$ cat src/rtl/uart_pkg.sv
// Shared UART definitions: receiver FSM states, default oversampling ratio and
// parity-sense constants used by both the receiver and the transmitter.
package uart_pkg;

  typedef enum logic [2:0] {
    IDLE,
    START,
    DATA,
    PARITY,
    STOP,
    WAIT_IDLE
  } rx_state_t;

  localparam int unsigned UART_OSR_DEFAULT = 16;

  localparam bit UART_PARITY_EVEN = 1'b0;
  localparam bit UART_PARITY_ODD  = 1'b1;

endpackage

$ cat src/rtl/uart_rx_sync.sv
// Two-flop synchronizer for an asynchronous input pin. Both flops reset to
// RST_VAL so the synchronized output shows an idle level straight out of reset.
module uart_rx_sync #(
  parameter bit RST_VAL = 1'b1
) (
  input  logic clk,
  input  logic rstn,
  input  logic d_i,
  output logic q_o
);

  logic meta_q;
  logic sync_q;

  always_ff @(posedge clk or negedge rstn) begin
    if (!rstn) begin
      meta_q <= RST_VAL;
      sync_q <= RST_VAL;
    end else begin
      meta_q <= d_i;
      sync_q <= meta_q;
    end
  end

  assign q_o = sync_q;

endmodule

$ cat src/rtl/uart_rx_oversample.sv
// UART receiver: recovers start/data/[parity]/stop frames from an oversampled
// line and emits a one-cycle write strobe (or framing-error strobe) per frame.
module uart_rx_oversample
  import uart_pkg::*;
#(
  parameter int unsigned WIDTH      = 8,
  parameter int unsigned OSR        = UART_OSR_DEFAULT,
  parameter bit          PARITY_EN  = 1'b0,
  parameter bit          PARITY_ODD = UART_PARITY_EVEN
) (
  input  logic             clk,
  input  logic             rstn,
  input  logic             baud_tick,
  input  logic             rx_data,
  output logic [WIDTH-1:0] d_out,
  output logic             fifo_we_en,
  output logic             parity_err,
  output logic             frame_err,
  output logic             rx_busy
);

  localparam int unsigned TW = (OSR > 1) ? $clog2(OSR) : 1;
  localparam int unsigned BW = (WIDTH > 1) ? $clog2(WIDTH) : 1;

  localparam logic [TW-1:0] HALF_BIT = TW'(OSR / 2 - 1);
  localparam logic [TW-1:0] MID_BIT  = TW'(OSR - 1);
  localparam logic [BW-1:0] LAST_BIT = BW'(WIDTH - 1);

  logic rx_s;

  rx_state_t        state_q,    state_d;
  logic [TW-1:0]    tick_cnt_q, tick_cnt_d;
  logic [BW-1:0]    bit_cnt_q,  bit_cnt_d;
  logic [WIDTH-1:0] data_q,     data_d;
  logic             par_bad_q,  par_bad_d;
  logic [WIDTH-1:0] dout_q,     dout_d;
  logic             we_q,       we_d;
  logic             perr_q,     perr_d;
  logic             ferr_q,     ferr_d;
  logic             busy_q,     busy_d;

  uart_rx_sync #(
    .RST_VAL (1'b1)
  ) u_sync (
    .clk  (clk),
    .rstn (rstn),
    .d_i  (rx_data),
    .q_o  (rx_s)
  );

  always_ff @(posedge clk or negedge rstn) begin
    if (!rstn) begin
      state_q    <= IDLE;
      tick_cnt_q <= '0;
      bit_cnt_q  <= '0;
      data_q     <= '0;
      par_bad_q  <= 1'b0;
      dout_q     <= '0;
      we_q       <= 1'b0;
      perr_q     <= 1'b0;
      ferr_q     <= 1'b0;
      busy_q     <= 1'b0;
    end else begin
      state_q    <= state_d;
      tick_cnt_q <= tick_cnt_d;
      bit_cnt_q  <= bit_cnt_d;
      data_q     <= data_d;
      par_bad_q  <= par_bad_d;
      dout_q     <= dout_d;
      we_q       <= we_d;
      perr_q     <= perr_d;
      ferr_q     <= ferr_d;
      busy_q     <= busy_d;
    end
  end

  // Strobes are registered on the stop-bit mid-sample tick, so they appear
  // exactly one clk later together with the updated d_out and busy drop.
  always_comb begin
    state_d    = state_q;
    tick_cnt_d = tick_cnt_q;
    bit_cnt_d  = bit_cnt_q;
    data_d     = data_q;
    par_bad_d  = par_bad_q;
    dout_d     = dout_q;
    we_d       = 1'b0;
    perr_d     = 1'b0;
    ferr_d     = 1'b0;

    if (baud_tick) begin
      unique case (state_q)
        IDLE: begin
          if (!rx_s) begin
            state_d    = START;
            tick_cnt_d = '0;
          end
        end

        START: begin
          if (tick_cnt_q == HALF_BIT) begin
            tick_cnt_d = '0;
            if (rx_s) begin
              state_d = IDLE;
            end else begin
              state_d   = DATA;
              bit_cnt_d = '0;
              par_bad_d = 1'b0;
            end
          end else begin
            tick_cnt_d = tick_cnt_q + TW'(1);
          end
        end

        DATA: begin
          if (tick_cnt_q == MID_BIT) begin
            tick_cnt_d        = '0;
            data_d[bit_cnt_q] = rx_s;
            if (bit_cnt_q == LAST_BIT) begin
              state_d = PARITY_EN ? PARITY : STOP;
            end else begin
              bit_cnt_d = bit_cnt_q + BW'(1);
            end
          end else begin
            tick_cnt_d = tick_cnt_q + TW'(1);
          end
        end

        PARITY: begin
          if (tick_cnt_q == MID_BIT) begin
            tick_cnt_d = '0;
            par_bad_d  = rx_s ^ ((^data_q) ^ PARITY_ODD);
            state_d    = STOP;
          end else begin
            tick_cnt_d = tick_cnt_q + TW'(1);
          end
        end

        STOP: begin
          if (tick_cnt_q == MID_BIT) begin
            tick_cnt_d = '0;
            if (rx_s) begin
              dout_d  = data_q;
              we_d    = 1'b1;
              perr_d  = PARITY_EN & par_bad_q;
              state_d = IDLE;
            end else begin
              ferr_d  = 1'b1;
              state_d = WAIT_IDLE;
            end
          end else begin
            tick_cnt_d = tick_cnt_q + TW'(1);
          end
        end

        WAIT_IDLE: begin
          if (rx_s) begin
            state_d = IDLE;
          end
        end

        default: begin
          state_d    = IDLE;
          tick_cnt_d = '0;
        end
      endcase
    end

    busy_d = (state_d != IDLE);
  end

  assign d_out      = dout_q;
  assign fifo_we_en = we_q;
  assign parity_err = perr_q;
  assign frame_err  = ferr_q;
  assign rx_busy    = busy_q;

endmodule

$ cat config.mk
export PLATFORM = sky130hd
export DESIGN_NAME = uart_rx_oversample
export DESIGN_NICKNAME = d
export VERILOG_FILES = /design/src/rtl/uart_pkg.sv /design/src/rtl/uart_rx_sync.sv /design/src/rtl/uart_rx_oversample.sv
export SDC_FILE = /design/constraint.sdc
export NUM_CORES = 1
export LEC_CHECK = 0
export CORE_MARGIN = 2
export CORE_UTILIZATION = 59
export DETAILED_ROUTE_END_ITERATION = 8
export GPL_TIMING_DRIVEN = 0
export PLACE_DENSITY = 0.82
export SYNTH_ARGS = -nofsm -noshare
export SYNTH_HDL_FRONTEND = slang
export SYNTH_HIERARCHICAL = 1
export SYNTH_SLANG_ARGS = --single-unit
$ cat constraint.sdc
create_clock -name clk -period 4.9 [get_ports clk]
set_input_delay 0.98 -clock clk [delete_from_list [all_inputs] [get_ports clk]]
set_output_delay 0.98 -clock clk [all_outputs]
set_load 0.005 [all_outputs]
==> results of run 1 <==
[layer usage]
metal  GRT usage, %  up-vias
met5              0        -
met4           10.5        0
met3           6.79        7
met2           36.7       42
met1           29.7      592
li1               -      569
[kinds of logic after synthesis]
family,share of synthesized area (%)
simple gates,26.4
flops,49.8
compound gates,7.29
buf+inv,4.49
mux,8.73
fa+ha+maj,2.40
other cells,0.240
xor+xnor,0.561
[final timing paths]
check                               from      endpoint  cells after the start
setup / recovery               baud_tick      d_out[0]                      6
hold / removal             u_sync/meta_q    u_sync/q_o                      0
setup reg to reg           tick_cnt_q[0]  bit_cnt_q[0]                      5
hold reg to reg            u_sync/meta_q    u_sync/q_o                      0
max in group asynchronous           rstn     data_q[2]                      1
min in group asynchronous           rstn    fifo_we_en                      1
[power groups by stage]
stage / Combinational [mW] / Sequential, mW / Clock [mW]
final: 0.211 / 0.318 / 0.157
after global routing: 0.234 / 0.324 / 0.173
after CTS: 0.209 / 0.317 / 0.162
after detailed placement: 0.207 / 0.323 / 0
after global placement: 0.199 / 0.321 / 0
after floorplan: 0.156 / 0.316 / 0
[final cells by class]
| cell class | count | share of cell area, % |
|---|---|---|
| sequential | 31 | 43.4 |
| multi-input combinational | 106 | 39.7 |
| timing repair buffer | 14 | 7.53 |
| clock buffer | 7 | 3.07 |
| buffer | 7 | 2.65 |
| tap | 30 | 2.09 |
| inverter | 6 | 1.26 |
| clock inverter | 1 | 0.279 |
[flip-flops by register name, summed over array words and instances (netlist names)]
signal         flops
d_out              8
state_q            3
frame_err          1
tick_cnt_q         4
rx_busy            1
u_sync/meta_q      1
fifo_we_en         1
data_q             8
bit_cnt_q          3
u_sync/q_o         1
[critical path: cells and delay by family]
family                 cells  cell delay [ns]
AND/OR/NAND/NOR            4             0.96
buffers and inverters      2             0.64
[cells in the final DEF, fill, tap and decap left out, drive strengths merged, types with 2 or more instances in the layout]
master         instances
nand2b                 2
o21ai                  7
nor3                   9
ha                     3
nand2                 33
nand4                  5
clkbuf                 8
mux2i                  2
dfstp                  2
nor2                   3
inv                    6
nand3                  7
buf                    7
nand3b                 2
dfrtp                 29
nor4                   2
mux2                  10
and3                   3
clkdlybuf4s50         13
[through the flow]
| stage | power (mW) | worst slack (ns) | utilization (%) |
|---|---|---|---|
| final | 0.686 | 2.58 | 71.8 |
| after global routing | 0.731 | 2.52 | 71.8 |
| after CTS | 0.688 | 2.63 | 72.0 |
| after detailed placement | 0.530 | 2.26 | 69.6 |
| after global placement | 0.520 | 2.27 | 69.6 |
| after floorplan | 0.472 | 2.86 | - |
==> impl_metrics.json, run 1 <==
{
  "status": "finished clean",
  "syn_area_um2": 1560,
  "yosysTopAreaCellShare_pct": 46.5,
  "cts_tree": "done",
  "synth_edf_count": 0,
  "gp_congestion": 0.864,
  "critPathKind": "in2reg",
  "syn-instance-count": 150,
  "hold_class": "reg2reg",
  "routedWlPerCell_um": 15.6,
  "wl_met3_um": 137,
  "clock_sinks": 31,
  "cts.path.max_buffers": 2,
  "die_w_um": 55.4,
  "io_buffers": 14,
  "synthFlopType": "dfrtp_1",
  "ant_nets": 0,
  "post_cts_resized": 0,
  "crit_chain": "clkdlybuf4s50_1 > buf_4 > nand4_1 > nor4_4 > nand2_1 > nand2_1",
  "min_period_ns": 2.32,
  "crit_path_start_kind": "input port",
  "pwr-share-seq_pct": 46.4,
  "wirelength_um": 3140,
  "clk_latency_ns": 0.34,
  "synth_seq_area_share_pct": 49.8,
  "met2RoutedLength_um": 1480,
  "setup_viol_count_final": 0,
  "fmax_ghz": 0.431,
  "r2r_setup_slack_ns": 2.95,
  "hpwlAfterDp_um": 2190,
  "nNetsFinal": 178,
  "slew_headroom_pct": 54.5,
  "drive_above_1_share_pct": 20.3,
  "cts.clk_slew.worst_paths_ns": 0.09,
  "routed_via_density": 5.99,
  "multi_input_area_um2": 713,
  "synth_nets": 157,
  "async_flop_share_pct": 100,
  "cp_slowest_stage_delay_ns": 0.53,
  "core-area_um2": 2500,
  "overflow": 0,
  "n_fill_cell": 184,
  "vias": 1210,
  "power_frac_comb_pct": 30.7,
  "placed_cells": 194,
  "leakagePower_nw": 0.862,
  "cp_slowest_cell": "nor4_4",
  "powerDensity_nw_per_um2": 382,
  "maxSlewViolCount": 0,
  "dr.pass1.iters": 5,
  "finalSetupTns_ns": 0,
  "crit_path_end_kind": "flip-flop",
  "final_cell_area_um2": 1790,
  "worst_pin_slew_ns": 0.683,
  "placement.cell_area_um2": 1740,
  "worstPathRequired_ns": 5.18,
  "antenna_cells": 0,
  "die-area_um2": 3070,
  "p_sw_share_pct": 34.8,
  "drv_cap": 0,
  "p_sw_mw": 0.239,
  "avgSynthCellArea_um2": 10.4,
  "yosys-top-cells-area": "dfrtp_1, nand2_1, mux2_2, dfstp_2, nor3_1",
  "synth_cell_type_count": 42,
  "fin_cells": 202,
  "postCtsSetupBuffers": 0,
  "finalClockSkew_ns": 0.0164,
  "yosys.cell_count.top_type": "nand2_1",
  "timing.final.crit_share_pct": 47.3,
  "start_util_pct": 62.5,
  "intPower_mw": 0.447,
  "syn2layout_area_growth_pct": 14.9,
  "m1WireLength_um": 1460,
  "whs_ns": 0.368,
  "hold_viol": 0,
  "cts_buffers": 5,
  "synth-seq-cells": 31,
  "clkPwrFrac_pct": 22.9,
  "yosys-top-cells-count": "nand2_1, dfrtp_1, mux2_2",
  "groute.usage.overall_pct": 23.3,
  "cp.arrival_ns": 2.59,
  "ff_latch_area_um2": 778,
  "grt_pass1_wl_um": 5480,
  "synth_top_cell_by_area": "dfrtp_1",
  "hold_buffers": 0,
  "io_pins": 16,
  "ir_drop_mv": 0.312,
  "timing.critical_path.mode_cell": "nand2_1",
  "ys_warn_count": 6,
  "grt_max_degree": 32,
  "drtIter0Drc": 36,
  "die_y_um": 55.4,
  "routed.top_layer": "met4",
  "drcViolationCount": 0,
  "grt_pass1_vias": 1196,
  "rsz0062_at_grt": "false",
  "fp-row-count": 18,
  "cts_max_level": 2,
  "cp_max_fo": 10,
  "antenna_found_initial": 0,
  "root_buffer": "clkbuf_4"
}
No activity file was read; power rests on OpenSTA's default activity.
==> run 2, diff against run 1 <==
Settings changed: CORE_UTILIZATION 59 to 50, PLACE_DENSITY 0.82 to 0.74.
Clock period 4.9 ns to 2.05 ns, I/O delays scaled along.
==> run 2 against run 1 <==
Net effect:
- critical path depth shrank 1
- via count shrank 5.1%
- combinational power grew 140%
- critical path type is now reg2reg
- highest routed layer unchanged
==> impl_metrics.json, run 2 (synthesis gave the netlist of run 1 again) <==
{
  "status": "finished clean",
  "root_buffer": "clkbuf_4",
  "start_util_pct": 52.0,
  "fmax_ghz": 0.530,
  "reg2reg_depth": 5,
  "powerDensity_nw_per_um2": 909,
  "final_common_cell": "nand2_1",
  "clk_latency_ns": 0.34,
  "drtIter0Drc": 47,
  "cts.clk_slew.worst_paths_ns": 0.10,
  "rr_startpoint": "tick_cnt_q[0]",
  "min_period_ns": 1.89,
  "setup_viol_count_final": 0,
  "drive_above_1_share_pct": 20.3,
  "leakagePower_nw": 0.862,
  "syn2layout_area_growth_pct": 15.1,
  "gp_congestion": 0.849,
  "antenna_found_initial": 0,
  "ir_drop_mv": 0.537,
  "layout_setup_ws_ns": 0.162,
  "final_cell_area_um2": 1800,
  "die_w_um": 59.9,
  "io_buffers": 14,
  "ant_nets": 0,
  "pre_cts_slack_ns": -0.0614,
  "hold_class": "in2async",
  "drv_cap": 0,
  "grt_pass1_wl_um": 5080,
  "worstSetupStartpoint": "tick_cnt_q[0]",
  "hold_viol": 0,
  "crit_path_start_kind": "flip-flop",
  "antenna_cells": 0,
  "cp_slowest_stage_delay_ns": 0.40,
  "finalClockSkew_ns": 0.0164,
  "worstPathRequired_ns": 2.27,
  "wirelength_um": 2990,
  "grt_pass1_vias": 1088,
  "hold_buffers": 0,
  "fp-row-count": 20,
  "cp_slowest_cell": "dfrtp_1",
  "slew_headroom_pct": 54.2,
  "cts_max_level": 2,
  "clock_sinks": 31,
  "overflow": 0,
  "cts.path.max_buffers": 2,
  "critPathKind": "reg2reg",
  "routedWlPerCell_um": 14.6,
  "cts_tree": "done",
  "nNetsFinal": 178,
  "crit_chain": "ha_1 > and4_1 > nand3b_1 > nor3_1 > mux2_2",
  "post_cts_resized": 0,
  "rsz0062_at_grt": "false",
  "hpwlAfterDp_um": 2100,
  "dr.pass1.iters": 4,
  "routed_via_density": 5.60,
  "grt_max_degree": 32,
  "io_pins": 16,
  "cp_num_buf_inv": 0,
  "die-area_um2": 3590,
  "crit_family": "simple AND/OR/NAND/NOR gates",
  "groute.usage.overall_pct": 19.6,
  "maxSlewViolCount": 0,
  "crit_path_end_kind": "flip-flop",
  "vias": 1148,
  "drcViolationCount": 0,
  "die_y_um": 59.9,
  "postCtsSetupBuffers": 0,
  "crit_cells": 5,
  "placement.cell_area_um2": 1740,
  "core-area_um2": 3000,
  "layout_common_cells": "nand2_1, dfrtp_1, clkdlybuf4s50_1, mux2_2, nor3_1",
  "cp.arrival_ns": 2.11,
  "cp_max_fo": 8,
  "cts_buffers": 5,
  "timing.final.crit_share_pct": 92.1,
  "worst_pin_slew_ns": 0.687
}
-- run 2: cell counts in the layout (fill, tap and decap cells not counted) --
No cell type changed its count.
-- run 2: worst register-to-register path, stage by stage, from the launching register on --
cell and delay [ns]:
dfrtp_1 0.40, ha_1 0.30, and4_1 0.32, nand3b_1 0.17
nor3_1 0.21, mux2_2 0.36
-- run 2: final cells by class --
type | count | area (µm²)
plain buffers | 7 | 47.5
clock buffers | 7 | 55.1
clock inverters | 1 | 5.00
fillers | 270 | 1200
inverters | 6 | 22.5
multi-input cells | 106 | 713
flip-flops and latches | 31 | 778
well taps | 33 | 41.3
repair buffers | 14 | 135
-- run 2: routing by layer --
metal  routed length (µm)  share of wire [%]  vias to the layer above  global-route usage [%]
li1                     -                  -                      570                       -
met1                 1450                 49                      547                    25.9
met2                 1340                 45                       24                    29.2
met3                  129                4.3                        7                    5.84
met4                   67                2.2                        0                    9.52
met5                    0                  0                        -                       0
-- run 2: worst paths after layout --
check / slack [ns] / to
worst max-delay path: 0.16 / data_q[2]
worst min-delay path: 0.10 / state_q[2]
worst max register to register: 0.16 / data_q[2]
worst min register to register: 0.36 / u_sync/q_o
max in group asynchronous: 1.49 / fifo_we_en
min in group clk: 0.36 / u_sync/q_o
-- run 2: power breakdown --
part           switching (mW)  internal [mW]  leakage, nW  total (mW)
Sequential             0.0755          0.688        0.408       0.764
Combinational           0.284          0.213        0.418       0.498
Clock                   0.207          0.166       0.0353       0.373
Total                   0.567           1.07        0.862        1.63
-- run 2: per-stage QoR --
step | utilization, % | total power, mW | instances | setup TNS, ns | hold WS, ns
after floorplan | - | 1.13 | 150 | 0 | 0.114
after global placement | 58.0 | 1.25 | 197 | -0.0441 | 0.346
after detailed placement | 58.0 | 1.27 | 197 | -0.936 | 0.348
after CTS | 60.0 | 1.64 | 205 | 0 | 0.361
after global routing | 59.9 | 1.74 | 205 | 0 | 0.151
final | 59.9 | 1.63 | 205 | 0 | 0.100
